<file path="src/rtl/coreriscv_axi4_tl_get_client.sv">
// TileLink-style uncached get client: accepts one read command, issues a
// single Acquire, then streams the matching Grant beats straight through to
// the response port. Flags mismatched grants and aborts on a silent manager.
module coreriscv_axi4_tl_get_client #(
  parameter int TIMEOUT_CYCLES = 255
) (
  input  logic        clk,
  input  logic        reset,
  input  logic        cmd_valid,
  output logic        cmd_ready,
  input  logic [25:0] cmd_addr_block,
  input  logic [2:0]  cmd_addr_beat,
  input  logic        cmd_block,
  output logic        rsp_valid,
  input  logic        rsp_ready,
  output logic [63:0] rsp_data,
  output logic [2:0]  rsp_beat,
  output logic        rsp_last,
  output logic        io_acquire_valid,
  input  logic        io_acquire_ready,
  output logic [25:0] io_acquire_bits_addr_block,
  output logic [1:0]  io_acquire_bits_client_xact_id,
  output logic [2:0]  io_acquire_bits_addr_beat,
  output logic        io_acquire_bits_is_builtin_type,
  output logic [2:0]  io_acquire_bits_a_type,
  output logic [11:0] io_acquire_bits_union,
  output logic [63:0] io_acquire_bits_data,
  input  logic        io_grant_valid,
  output logic        io_grant_ready,
  input  logic [2:0]  io_grant_bits_addr_beat,
  input  logic [1:0]  io_grant_bits_client_xact_id,
  input  logic        io_grant_bits_manager_xact_id,
  input  logic        io_grant_bits_is_builtin_type,
  input  logic [3:0]  io_grant_bits_g_type,
  input  logic [63:0] io_grant_bits_data,
  output logic        busy,
  output logic        err_proto,
  output logic        err_timeout
);

  typedef enum logic [1:0] {
    S_IDLE = 2'd0,
    S_ACQ  = 2'd1,
    S_GNT  = 2'd2
  } state_t;

  // Watchdog fires when the count of silent GNT cycles reaches TIMEOUT_CYCLES.
  localparam logic [7:0] WDOG_LAST = 8'(TIMEOUT_CYCLES - 1);

  state_t      state_q, state_d;
  logic [1:0]  xid_q, xid_d;
  logic [2:0]  exp_beat_q, exp_beat_d;
  logic [7:0]  wdog_q, wdog_d;
  logic        err_proto_q, err_proto_d;
  logic        err_timeout_q, err_timeout_d;
  logic [25:0] addr_block_q, addr_block_d;
  logic [2:0]  addr_beat_q, addr_beat_d;
  logic        block_q, block_d;

  logic        in_gnt;
  logic        cmd_fire;
  logic        acq_fire;
  logic        gnt_fire;
  logic        proto_bad;
  logic [3:0]  exp_g_type;

  // The manager transaction id is not needed by an uncached get client.
  logic        unused_mgr_xact_id;
  assign unused_mgr_xact_id = io_grant_bits_manager_xact_id;

  assign in_gnt   = (state_q == S_GNT);
  assign cmd_fire = cmd_valid & cmd_ready;
  assign acq_fire = io_acquire_valid & io_acquire_ready;
  assign gnt_fire = io_grant_valid & io_grant_ready;

  assign cmd_ready        = (state_q == S_IDLE);
  assign busy             = (state_q != S_IDLE);
  assign io_acquire_valid = (state_q == S_ACQ);

  // Acquire fields come only from latched state so they hold while stalled.
  assign io_acquire_bits_addr_block      = addr_block_q;
  assign io_acquire_bits_client_xact_id  = xid_q;
  assign io_acquire_bits_addr_beat       = block_q ? 3'h0 : addr_beat_q;
  assign io_acquire_bits_is_builtin_type = 1'b1;
  assign io_acquire_bits_a_type          = block_q ? 3'h1 : 3'h0;
  assign io_acquire_bits_union           = block_q ? 12'h001 : 12'h0C1;
  assign io_acquire_bits_data            = 64'h0;

  // Grant-to-response is a pure combinational pass-through while in GNT.
  assign rsp_valid      = in_gnt & io_grant_valid;
  assign io_grant_ready = in_gnt & rsp_ready;
  assign rsp_data       = in_gnt ? io_grant_bits_data : 64'h0;
  assign rsp_beat       = in_gnt ? io_grant_bits_addr_beat : 3'h0;
  assign rsp_last       = in_gnt & (~block_q | (exp_beat_q == 3'd7));

  assign exp_g_type = block_q ? 4'h5 : 4'h4;
  assign proto_bad  = (io_grant_bits_client_xact_id != xid_q) |
                      (io_grant_bits_addr_beat != exp_beat_q) |
                      ~io_grant_bits_is_builtin_type |
                      (io_grant_bits_g_type != exp_g_type);

  assign err_proto   = err_proto_q;
  assign err_timeout = err_timeout_q;

  // Next-state, beat tracking, watchdog and sticky error computation.
  always_comb begin
    state_d       = state_q;
    xid_d         = xid_q;
    exp_beat_d    = exp_beat_q;
    wdog_d        = wdog_q;
    err_proto_d   = err_proto_q;
    err_timeout_d = err_timeout_q;
    addr_block_d  = addr_block_q;
    addr_beat_d   = addr_beat_q;
    block_d       = block_q;
    unique case (state_q)
      S_IDLE: begin
        if (cmd_fire) begin
          addr_block_d = cmd_addr_block;
          addr_beat_d  = cmd_addr_beat;
          block_d      = cmd_block;
          exp_beat_d   = cmd_block ? 3'h0 : cmd_addr_beat;
          state_d      = S_ACQ;
        end
      end
      S_ACQ: begin
        if (acq_fire) begin
          wdog_d  = 8'h0;
          state_d = S_GNT;
        end
      end
      S_GNT: begin
        if (gnt_fire) begin
          wdog_d     = 8'h0;
          exp_beat_d = exp_beat_q + 3'd1;
          if (proto_bad) begin
            err_proto_d = 1'b1;
          end
          if (rsp_last) begin
            xid_d   = xid_q + 2'd1;
            state_d = S_IDLE;
          end
        end else if (wdog_q == WDOG_LAST) begin
          wdog_d        = 8'h0;
          err_timeout_d = 1'b1;
          xid_d         = xid_q + 2'd1;
          state_d       = S_IDLE;
        end else begin
          wdog_d = wdog_q + 8'd1;
        end
      end
      default: state_d = S_IDLE;
    endcase
  end

  // Control state register with synchronous active-low reset.
  always_ff @(posedge clk) begin
    if (!reset) begin
      state_q       <= S_IDLE;
      xid_q         <= 2'h0;
      exp_beat_q    <= 3'h0;
      wdog_q        <= 8'h0;
      err_proto_q   <= 1'b0;
      err_timeout_q <= 1'b0;
    end else begin
      state_q       <= state_d;
      xid_q         <= xid_d;
      exp_beat_q    <= exp_beat_d;
      wdog_q        <= wdog_d;
      err_proto_q   <= err_proto_d;
      err_timeout_q <= err_timeout_d;
    end
  end

  // Latched command fields; only meaningful once a command is accepted.
  always_ff @(posedge clk) begin
    addr_block_q <= addr_block_d;
    addr_beat_q  <= addr_beat_d;
    block_q      <= block_d;
  end

endmodule

</file>
<file path="config.mk">
export PLATFORM = sky130hd
export DESIGN_NAME = coreriscv_axi4_tl_get_client
export DESIGN_NICKNAME = d
export VERILOG_FILES = /design/src/rtl/coreriscv_axi4_tl_get_client.sv
export SDC_FILE = /design/constraint.sdc
export NUM_CORES = 1
export LEC_CHECK = 0
export BUFFER_PORTS_ARGS = -buffer_cell sky130_fd_sc_hd__buf_2
export CAP_MARGIN = 20
export CELL_PAD_IN_SITES_DETAIL_PLACEMENT = 0
export CELL_PAD_IN_SITES_GLOBAL_PLACEMENT = 1
export CORE_ASPECT_RATIO = 0.7
export CORE_MARGIN = 2
export CORE_UTILIZATION = 22
export CTS_CLUSTER_DIAMETER = 150
export CTS_CLUSTER_SIZE = 10
export DETAILED_ROUTE_END_ITERATION = 7
export PLACE_DENSITY = 0.76
export SETUP_SLACK_MARGIN = 0.3
export SYNTH_ARGS = -nofsm -noshare
export SYNTH_HDL_FRONTEND = slang
export SYNTH_SLANG_ARGS = --single-unit
</file>
<file path="constraint.sdc">
create_clock -name clk -period 1.6 [get_ports clk]
set_input_delay 0.16 -clock clk [delete_from_list [all_inputs] [get_ports clk]]
set_output_delay 0.16 -clock clk [all_outputs]
set_load 0.03 [all_outputs]
</file>
==> results of run 1 <==
## synth_stat cells, types with 3 or more instances
cell type  count  area share [%]
buf_4         80              20
and2_1        71              15
edfxtp_1      30              29
dfxtp_1       17              11
nor2_1        10             1.2
clkbuf_1       8            0.98
xnor2_1        8             2.3
nand3_1        6            0.98
inv_1          5            0.61
nand2_1        5            0.61
ha_1           4             1.6
nor2b_1        4            0.82
xor2_1         4             1.1
buf_6          3             1.1
mux2i_1        3            0.98
o2111ai_1      3            0.86
o21ai_0        3            0.49
## report_power, final
group | switching, mW | leakage [nW] | internal, mW | total [mW]
sequential | 0.0263 | 0.429 | 1.36 | 1.39
combinational | 0.733 | 2.09 | 0.441 | 1.17
clock | 0.413 | 0.0649 | 0.568 | 0.980
total | 1.17 | 2.59 | 2.37 | 3.54
## metal layers
metal  wire length [um]  track usage [%]  vias to the layer above
met2               5140             19.1                       95
met3                469             2.57                        4
li1                   -                -                     1338
met4                 40             2.13                        0
met1               4200             15.5                     1348
met5                  0                0                        -
## flip-flops by register name, indices dropped and copies added (netlist names)
register                        flops
exp_beat_q                          3
err_proto                           1
err_timeout                         1
io_acquire_bits_client_xact_id      2
addr_beat_q                         3
state_q                             2
block_q                             1
wdog_q                              8
io_acquire_bits_addr_block         26
## metrics by stage
stage | utilization [%] | setup slack [ns] | power (mW) | instance area [um^2] | instances
6_report | 38.8 | 0.0449 | 3.54 | 5330 | 740
4_1_cts | 37.5 | 0.0422 | 3.52 | 5150 | 733
3_3_place_gp | 30.7 | 0.133 | 2.34 | 4220 | 702
5_1_grt | 38.8 | 0.00775 | 3.70 | 5330 | 740
2_1_floorplan | - | 0.240 | 2.23 | 3470 | 378
3_5_place_dp | 30.7 | 0.103 | 2.35 | 4220 | 702
## final cells by class
| type | count | area, um^2 |
|---|---|---|
| fillers | 1373 | 8410 |
| repair buffers | 252 | 1960 |
| multi-input cells | 238 | 1710 |
| flip-flops and latches | 47 | 1260 |
| well taps | 190 | 238 |
| clock buffers | 5 | 125 |
| inverters | 5 | 18.8 |
| clock inverters | 3 | 15.0 |
## worst max-delay path by stage
stage	slack [ns]	endpoint
detailed placement	0.10	rsp_data[29]
finish	0.04	rsp_data[27]
floorplan	0.24	rsp_beat[0]
global route	0.008	rsp_data[27]
CTS	0.04	rsp_last
global placement	0.13	rsp_data[28]
## timing repair
action,4_1_cts,5_1_grt
gates resized for setup,191,34
pin swaps,12,19
setup endpoints to repair,119,120
buffers inserted,17,7
hold buffers,0,0
gates cloned,6,0
## kinds of logic (layout without fill, tap and decap cells)
group | after synthesis | count (layout) | share of synthesized area (%)
flops | 47 | 47 | 40.5
other cells | 2 | 77 | 0.245
buf+inv | 96 | 265 | 22.3
simple gates | 118 | 121 | 25.0
xor+xnor | 12 | 12 | 3.43
mux | 4 | 4 | 1.35
compound gates | 20 | 20 | 5.48
fa+ha+maj | 4 | 4 | 1.63
## worst max-delay path, cell delays in order (launching register included)
cell     delay [ns]
dfxtp_4        0.34
nor2b_4        0.17
buf_12         0.17
buf_12         0.14
and2_2         0.17
buf_6          0.13
==> results.py, run 1 <==
metrics = {
    "layout": {
        "area.growth.synth_to_final_pct": 74.0,
        "layout_commonest_cell": "buf_2",
        "layout-drive-gt1-share_pct": 67.3,
        "final_nets": 664,
        "diodes": 0,
        "final_cell_mix": "buf_2, buf_6, conb_1, and2_2, edfxtp_1",
    },
    "global_route": {
        "antenna_found_initial": 0,
        "grt_pass1_vias": 2582,
        "grt_max_degree": 18,
        "overflow": 0,
        "grt_pass1_wl_mm": 13.6,
        "track_usage_pct": 11.4,
    },
    "hold_path": {
        "min_delay_worst_endpoint": "io_acquire_bits_addr_block[1]$_DFFE_PP_",
        "hold_depth": 1,
        "hp-class": "input port to register",
        "worstHoldStart": "cmd_addr_block[1]",
    },
    "sta": {
        "worst_hold_slack_ns": 0.0559,
        "timing.fmax_ghz": 0.643,
        "slew_violations": 0,
        "fin_crit_sh_pct": 97.2,
        "fin_tns_setup_ns": 0,
        "final.min_clock_period_ns": 1.56,
        "rsz0062_at_grt": "true",
        "finalHoldViolations": 0,
        "fin_skew_ns": 0.00486,
        "setup-violations-final": 0,
    },
    "clocking": {
        "clockBufferDepth": 2,
        "h-tree-depth": 2,
        "worstSkewPairLatency_ns": 0.28,
        "cts_sinks": 47,
        "clockRootBuffer": "clkbuf_16",
        "cts-buffers-inserted": 5,
        "clk_pin_slew_ns": 0.06,
        "tritoncts": "done",
    },
    "drt": {
        "wl_per_cell_um": 13.3,
        "drtIter0Drc": 77,
        "via_count": 2785,
        "vias_per_cell": 3.76,
        "wirelength_mm": 9.85,
        "dr.pass1.iters": 4,
        "drtAntennaViolNets": 0,
        "drc": 0,
    },
    "worst_setup_path": {
        "arrival_ns": 1.40,
        "reg2reg_from": "state_q[1]$_SDFFE_PN0P_",
        "r2r_end": "io_acquire_bits_addr_block[18]$_DFFE_PP_",
        "cp-end-kind": "output pin",
        "critPathLaunch": "state_q[1]$_SDFFE_PN0P_",
        "critPathLaunchType": "register",
        "cp_max_fo": 17,
        "required_ns": 1.44,
        "critPathKind": "register to output pin",
        "ff2ff_path_depth": 6,
        "reg2reg_slack_ns": 0.10,
    },
    "synth": {
        "ys.flop_type": "edfxtp_1",
        "seq_area_frac_synth_pct": 40.5,
        "synth_area_per_cell_um2": 10.1,
        "ys_ff_latch": 47,
        "yosysWarnings": 0,
        "synth_edf_count": 30,
        "synthCells": 303,
        "ys_types": 46,
        "async_flop_share_pct": 0,
        "mappedNetlistArea_mm2": 0.00306,
    },
    "floorplan": {
        "fp.dieW_um": 145,
        "io_pins": 297,
        "die_height_um": 103,
        "initial_core_util_pct": 22.3,
        "coreArea_mm2": 0.0137,
        "dieArea_mm2": 0.0149,
        "rows": 36,
    },
    "power_and_ir_drop": {
        "ir_drop_mv": 0.325,
        "p_per_area_mw_per_mm2": 665,
        "p_leak_nw": 2.59,
    },
    "placement": {
        "gp_congestion": 0.726,
        "port_buffers": 218,
        "dp_hpwl_mm": 6.84,
    },
    "flow_run": {
        "drv_cap": 0,
    },
    "run_status": {
        "status": "complete, no violations",
    },
}
Power figures use the tool's default switching activity.
==> inputs of run 2 (changes only) <==
- CORE_UTILIZATION: 22 -> 25
- PLACE_DENSITY: 0.76 -> 0.81
- clock period: 1.6 -> 1.75 ns (I/O delays scaled with it)
==> run 2 against run 1 <==
Net effect:
- clock skew grew 0.00073 ns
- sequential share of layout area down 0.21 points
- non-clock buffer count rose by 1
- via count increased by 0.90%
- count of clock-buffer cells in the layout stayed put
- first-iteration DRC count grew 5.2%
- wire length increased by 9.5%
- combinational power shrank 6%
- largest power group unchanged
- final area up 0.68%
- largest cell class unchanged
- critical endpoint is now rsp_data[32]
==> results.py, run 2 (same netlist as run 1, synthesis figures left out) <==
metrics = {
    "clocking": {
        "clockBufferDepth": 2,
        "tritoncts": "done",
        "clockRootBuffer": "clkbuf_16",
        "cts-buffers-inserted": 5,
        "worstSkewPairLatency_ns": 0.29,
        "h-tree-depth": 2,
        "clk_pin_slew_ns": 0.07,
        "cts_sinks": 47,
    },
    "worst_setup_path": {
        "arrival_ns": 1.45,
        "required_ns": 1.57,
        "path_cells": "nor2b_4 > buf_12 > bufbuf_16 > and2_4 > buf_6",
        "crit_family": "buffers and inverters",
        "crit_slowest_cell": "dfxtp_2",
        "reg2reg_from": "state_q[1]$_SDFFE_PN0P_",
        "worst-path-buf-inv": 3,
        "ff2ff_path_depth": 8,
        "cp-end-kind": "output pin",
        "critPathLaunchType": "register",
        "reg2reg_slack_ns": 0.27,
        "cp_max_fo": 9,
        "slowest_delay_ns": 0.33,
        "r2r_end": "wdog_q[5]$_SDFFE_PN0P_",
        "critPathKind": "register to output pin",
    },
    "sta": {
        "layout_setup_ws_ns": 0.126,
        "fin_tns_setup_ns": 0,
        "fin_crit_sh_pct": 92.8,
        "slew_violations": 0,
        "timing.fmax_ghz": 0.616,
        "setup-violations-final": 0,
        "worst_hold_slack_ns": 0.0589,
        "final.min_clock_period_ns": 1.62,
        "finalHoldViolations": 0,
        "rsz0062_at_grt": "true",
        "fin_skew_ns": 0.00559,
    },
    "layout": {
        "largest_reg_flops": 26,
        "layout-drive-gt1-share_pct": 66.0,
        "diodes": 0,
        "area.growth.synth_to_final_pct": 75.2,
        "final_cell_mix": "buf_2, buf_6, conb_1, and2_4, edfxtp_1",
        "final_nets": 664,
        "layout_commonest_cell": "buf_2",
    },
    "floorplan": {
        "initial_core_util_pct": 25.9,
        "rows": 33,
        "dieArea_mm2": 0.0132,
        "coreArea_mm2": 0.0118,
        "die_height_um": 96.6,
        "io_pins": 297,
        "fp.dieW_um": 136,
    },
    "drt": {
        "vias_per_cell": 3.97,
        "drc": 0,
        "via_count": 2810,
        "dr.pass1.iters": 4,
        "drtAntennaViolNets": 0,
        "wl_per_cell_um": 15.2,
        "drtIter0Drc": 81,
        "wirelength_mm": 10.8,
    },
    "power_and_ir_drop": {
        "p_leak_nw": 2.63,
        "p_per_area_mw_per_mm2": 622,
        "total_power_mw": 3.33,
        "ir_drop_mv": 0.407,
    },
    "global_route": {
        "grt_pass1_vias": 2493,
        "track_usage_pct": 13.6,
        "antenna_found_initial": 0,
        "grt_max_degree": 20,
        "grt_pass1_wl_mm": 13.6,
        "overflow": 0,
    },
    "hold_path": {
        "hold_depth": 1,
        "worstHoldStart": "cmd_addr_block[21]",
        "hp-class": "input port to register",
        "min_delay_worst_endpoint": "io_acquire_bits_addr_block[21]$_DFFE_PP_",
    },
    "run_status": {
        "status": "complete, no violations",
    },
    "placement": {
        "post-place-ws_ns": 0.198,
        "gp_congestion": 0.819,
        "port_buffers": 218,
        "dp_hpwl_mm": 7.15,
    },
    "flow_run": {
        "drv_cap": 0,
    },
}
run 2: worst register-to-register path: cells and delay by family (launching register included):
family,cells,cell delay (ns)
buffers and inverters,4,0.54
flip-flops,1,0.32
AND/OR/NAND/NOR,2,0.18
AO/OA/AOI/OAI,1,0.18
XOR/XNOR,1,0.16
run 2: power by group:
group / internal (mW) / leakage, nW / switching (mW) / total (mW)
registers: 1.25 / 0.429 / 0.0242 / 1.27
clock network: 0.542 / 0.0748 / 0.422 / 0.964
logic: 0.413 / 2.12 / 0.684 / 1.10
run 2: what timing repair did:
item	CTS	global route
pin swaps	31	21
gates cloned	8	3
endpoints found under the setup margin	112	100
hold buffers	0	0
buffers inserted	17	6
gates resized for setup	213	44
run 2: worst max-delay path by stage:
stage,slack (ns),cells past startpoint,to,startpoint
4_1_cts,0.10,6,rsp_data[34],state_q[1]$_SDFFE_PN0P_
3_5_place_dp,0.20,6,io_acquire_bits_client_xact_id[1]$_SDFFE_PN0P_,exp_beat_q[0]$_SDFFE_PN0P_
3_3_place_gp,0.21,6,io_acquire_bits_client_xact_id[1]$_SDFFE_PN0P_,exp_beat_q[0]$_SDFFE_PN0P_
6_report,0.13,5,rsp_data[32],state_q[1]$_SDFFE_PN0P_
2_1_floorplan,0.31,5,rsp_beat[0],state_q[1]$_SDFFE_PN0P_
5_1_grt,0.08,6,rsp_data[18],state_q[1]$_SDFFE_PN0P_
run 2: routing by layer:
metal | routed length, um | global-route usage, % | share of wire (%) | vias up
li1 | - | - | - | 1342
met1 | 4490 | 19.0 | 42 | 1346
met2 | 5390 | 21.1 | 50 | 115
met3 | 835 | 3.60 | 7.7 | 7
met4 | 60 | 3.21 | 0.56 | 0
met5 | 0 | 0 | 0 | -
run 2: final cells by class:
class / count / area [um^2]
fill: 1121 / 6440
inverter: 5 / 18.8
sequential: 47 / 1260
tap: 157 / 196
clock buffer: 5 / 125
multi-input combinational: 237 / 1700
timing repair buffer: 253 / 2040
clock inverter: 3 / 26.3
run 2: through the flow:
step	cells	utilization, %	instance area [um^2]
final	707	45.4	5360
after detailed placement	665	34.0	4010
after floorplan	378	-	3350
after CTS	698	43.5	5130
after global routing	707	45.4	5360
after global placement	665	34.0	4010
==> inputs of run 3 (changes only) <==
- ABC_AREA: not set -> 1
- CORE_UTILIZATION: 25 -> 24
==> run 3 against run 2 <==
Net effect:
- wire length decreased by 11%
- worst hold slack about the same
- maximum frequency increased by 12%
- count of clock-buffer cells in the layout increased by 1
- clock skew decreased by 0.0016 ns
- critical path depth unchanged
- sequential power increased by 4%
- synthesized cell count increased by 41%
- register-to-register slack improved by 0.10 ns
- via count increased by 4.4%
- largest cell class unchanged
- highest routed layer unchanged
==> results.py, run 3 <==
metrics = {
    "clocking": {
        "clockRootBuffer": "clkbuf_16",
        "cts_sinks": 47,
        "h-tree-depth": 2,
        "cts-buffers-inserted": 5,
        "clk_pin_slew_ns": 0.07,
        "worstSkewPairLatency_ns": 0.29,
        "clockBufferDepth": 2,
        "tritoncts": "done",
    },
    "sta": {
        "timing.fmax_ghz": 0.688,
        "final.min_clock_period_ns": 1.45,
        "fin_tns_setup_ns": 0,
        "finalHoldViolations": 0,
        "fin_crit_sh_pct": 83.1,
        "setup-violations-final": 0,
        "fin_skew_ns": 0.00394,
        "layout_setup_ws_ns": 0.296,
        "worst_hold_slack_ns": 0.0593,
        "rsz0062_at_grt": "true",
        "slew_violations": 0,
    },
    "power_and_ir_drop": {
        "power.share.switching_pct": 38.1,
        "ir_drop_mv": 0.270,
        "internal_power_mw": 2.45,
        "p_sw_mw": 1.51,
        "seqPwrFrac_pct": 33.5,
        "p_per_area_mw_per_mm2": 820,
        "p_comb_share_pct": 39.2,
        "p_leak_nw": 2.76,
        "pwr-share-clk_pct": 27.3,
    },
    "worst_setup_path": {
        "slowest_delay_ns": 0.36,
        "ff2ff_path_depth": 5,
        "reg2reg_slack_ns": 0.37,
        "cp-end-kind": "output pin",
        "path_cells": "inv_8 > nand2_8 > buf_16 > nor2_1 > buf_4",
        "crit_slowest_cell": "dfxtp_4",
        "r2r_end": "io_acquire_bits_addr_block[10]$_DFFE_PP_",
        "arrival_ns": 1.28,
        "crit_family": "buffers and inverters",
        "worst-path-buf-inv": 3,
        "critPathKind": "register to output pin",
        "path_depth": 5,
        "reg2reg_from": "state_q[1]$_SDFFE_PN0P_",
        "crit_end": "rsp_data[35]",
        "required_ns": 1.57,
        "critPathLaunch": "state_q[0]$_SDFFE_PN0P_",
        "critPathLaunchType": "register",
        "cp_max_fo": 8,
    },
    "synth": {
        "async_flop_share_pct": 0,
        "synth_area_per_cell_um2": 7.40,
        "synthTopCellsByCount": "inv_1, nor2_1, buf_4",
        "synth_top_family_by_area": "buffers and inverters",
        "yosys.area_share.xor_xnor_pct": 1.39,
        "synth_edf_count": 30,
        "post-synth-top-area-cell": "edfxtp_1",
        "yosys-top-cells-area": "edfxtp_1, buf_4, inv_1",
        "synth_fa_ha_area_share_pct": 1.59,
        "synth.most_common_cell": "inv_1",
        "ys_ff_latch": 47,
        "seq_area_frac_synth_pct": 39.4,
        "synth_top_area_share_pct": 28.6,
        "ys_types": 27,
        "ys.flop_type": "edfxtp_1",
        "yosysWarnings": 0,
        "mappedNetlistArea_mm2": 0.00315,
        "synth-compound-area-share_pct": 2.98,
        "synthCells": 426,
        "synthMuxAreaShare_pct": 0,
        "synth-simple-area-share_pct": 21.8,
    },
    "floorplan": {
        "initial_core_util_pct": 24.9,
        "rows": 34,
        "io_pins": 297,
        "fp.dieW_um": 141,
        "die_height_um": 99.9,
        "coreArea_mm2": 0.0126,
        "dieArea_mm2": 0.0141,
    },
    "global_route": {
        "antenna_found_initial": 0,
        "grt_pass1_wl_mm": 13.4,
        "grt_max_degree": 31,
        "grt_pass1_vias": 2588,
        "overflow": 0,
        "track_usage_pct": 12.1,
    },
    "layout": {
        "fin_area_mm2": 0.00483,
        "layout-drive-gt1-share_pct": 43.4,
        "final_nets": 768,
        "area.growth.synth_to_final_pct": 53.2,
        "layout.cells.non_filler": 816,
        "final_cell_mix": "buf_2, inv_1, conb_1, buf_4, nor2_1",
        "layout_commonest_cell": "buf_2",
        "diodes": 0,
        "largest_reg_flops": 26,
    },
    "placement": {
        "port_buffers": 218,
        "dp_hpwl_mm": 7.39,
        "placed_cells": 796,
        "dpl_cell_area_mm2": 0.00416,
        "gp_congestion": 0.713,
        "post-place-ws_ns": 0.274,
    },
    "drt": {
        "drc": 0,
        "wl_met3_um": 653,
        "met2WireLength_mm": 4.73,
        "vias_per_cell": 3.60,
        "wirelength_mm": 9.63,
        "via_count": 2934,
        "drtAntennaViolNets": 0,
        "drt-met1-wl_mm": 4.19,
        "dr.pass1.iters": 4,
        "drtIter0Drc": 114,
        "top_layer": "met4",
        "wl_per_cell_um": 11.8,
    },
    "run_status": {
        "status": "complete, no violations",
    },
    "hold_path": {
        "hp-class": "input port to register",
    },
    "flow_run": {
        "drv_cap": 0,
    },
}
run 3: changes by cell type after synthesis, sizes merged, moves of 7 or more:
cell    previous run  this run
inv                5       100
xnor2              8         0
nor2              11        89
clkbuf             8         0
a21oi              3        10
nand2              5        55
and2              71         0
run 3: worst min path at each step:
stage                     cells after the start  slack [ns]                                 endpoint               from
after global routing                          1        0.05  io_acquire_bits_addr_block[0]$_DFFE_PP_  cmd_addr_block[0]
after floorplan                               0        0.27                 addr_beat_q[0]$_DFFE_PP_   cmd_addr_beat[0]
after detailed placement                      1        0.35  io_acquire_bits_addr_block[7]$_DFFE_PP_  cmd_addr_block[7]
final                                         1        0.06  io_acquire_bits_addr_block[6]$_DFFE_PP_  cmd_addr_block[6]
after global placement                        1        0.35  io_acquire_bits_addr_block[8]$_DFFE_PP_  cmd_addr_block[8]
after CTS                                     1        0.05  io_acquire_bits_addr_block[7]$_DFFE_PP_  cmd_addr_block[7]
run 3: logic make-up after synthesis:
logic type | Yosys count
AO/OA/AOI/OAI | 17
XOR/XNOR | 5
adder cells (fa/ha/maj) | 4
buffers and inverters | 188
flip-flops | 47
other | 2
AND/OR/NAND/NOR | 163
run 3: worst reg2reg max path, stage by stage (launching register included):
cell,delay [ns]
dfxtp_4,0.38
buf_4,0.16
nor2_4,0.16
nand2_4,0.09
clkinvlp_4,0.09
buf_12,0.19
run 3: cell type report:
type,instances,area [um^2]
flip-flops and latches,47,1250
clock buffers,6,129
well taps,162,203
fillers,1328,7810
repair buffers,232,1500
multi-input cells,267,1320
clock inverters,2,37.5
inverters,100,387
run 3: per-stage QoR:
stage	total power, mW	util [%]
after detailed placement	2.67	32.9
after CTS	3.95	37.0
final	3.96	38.2
after global routing	4.16	38.2
after global placement	2.66	32.9
after floorplan	2.41	-
run 3: timing repair:
item,in CTS,in global routing
pin swaps,2,2
buffers inserted,7,1
resized for setup,81,52
hold buffers,0,0
cloned,4,0
endpoints found under the setup margin,71,65
run 3: power groups by stage:
stage	clock [mW]	sequential [mW]	combinational (mW)
2_1_floorplan	0	1.45	0.959
3_3_place_gp	0	1.35	1.32
3_5_place_dp	0	1.35	1.32
4_1_cts	1.12	1.32	1.50
5_1_grt	1.17	1.33	1.66
6_report	1.08	1.32	1.55
run 3: metal layers:
layer	track usage [%]	vias up
met3	3.44	5
met1	16.5	1284
met2	19.7	100
met5	0	-
met4	2.08	0
li1	-	1545
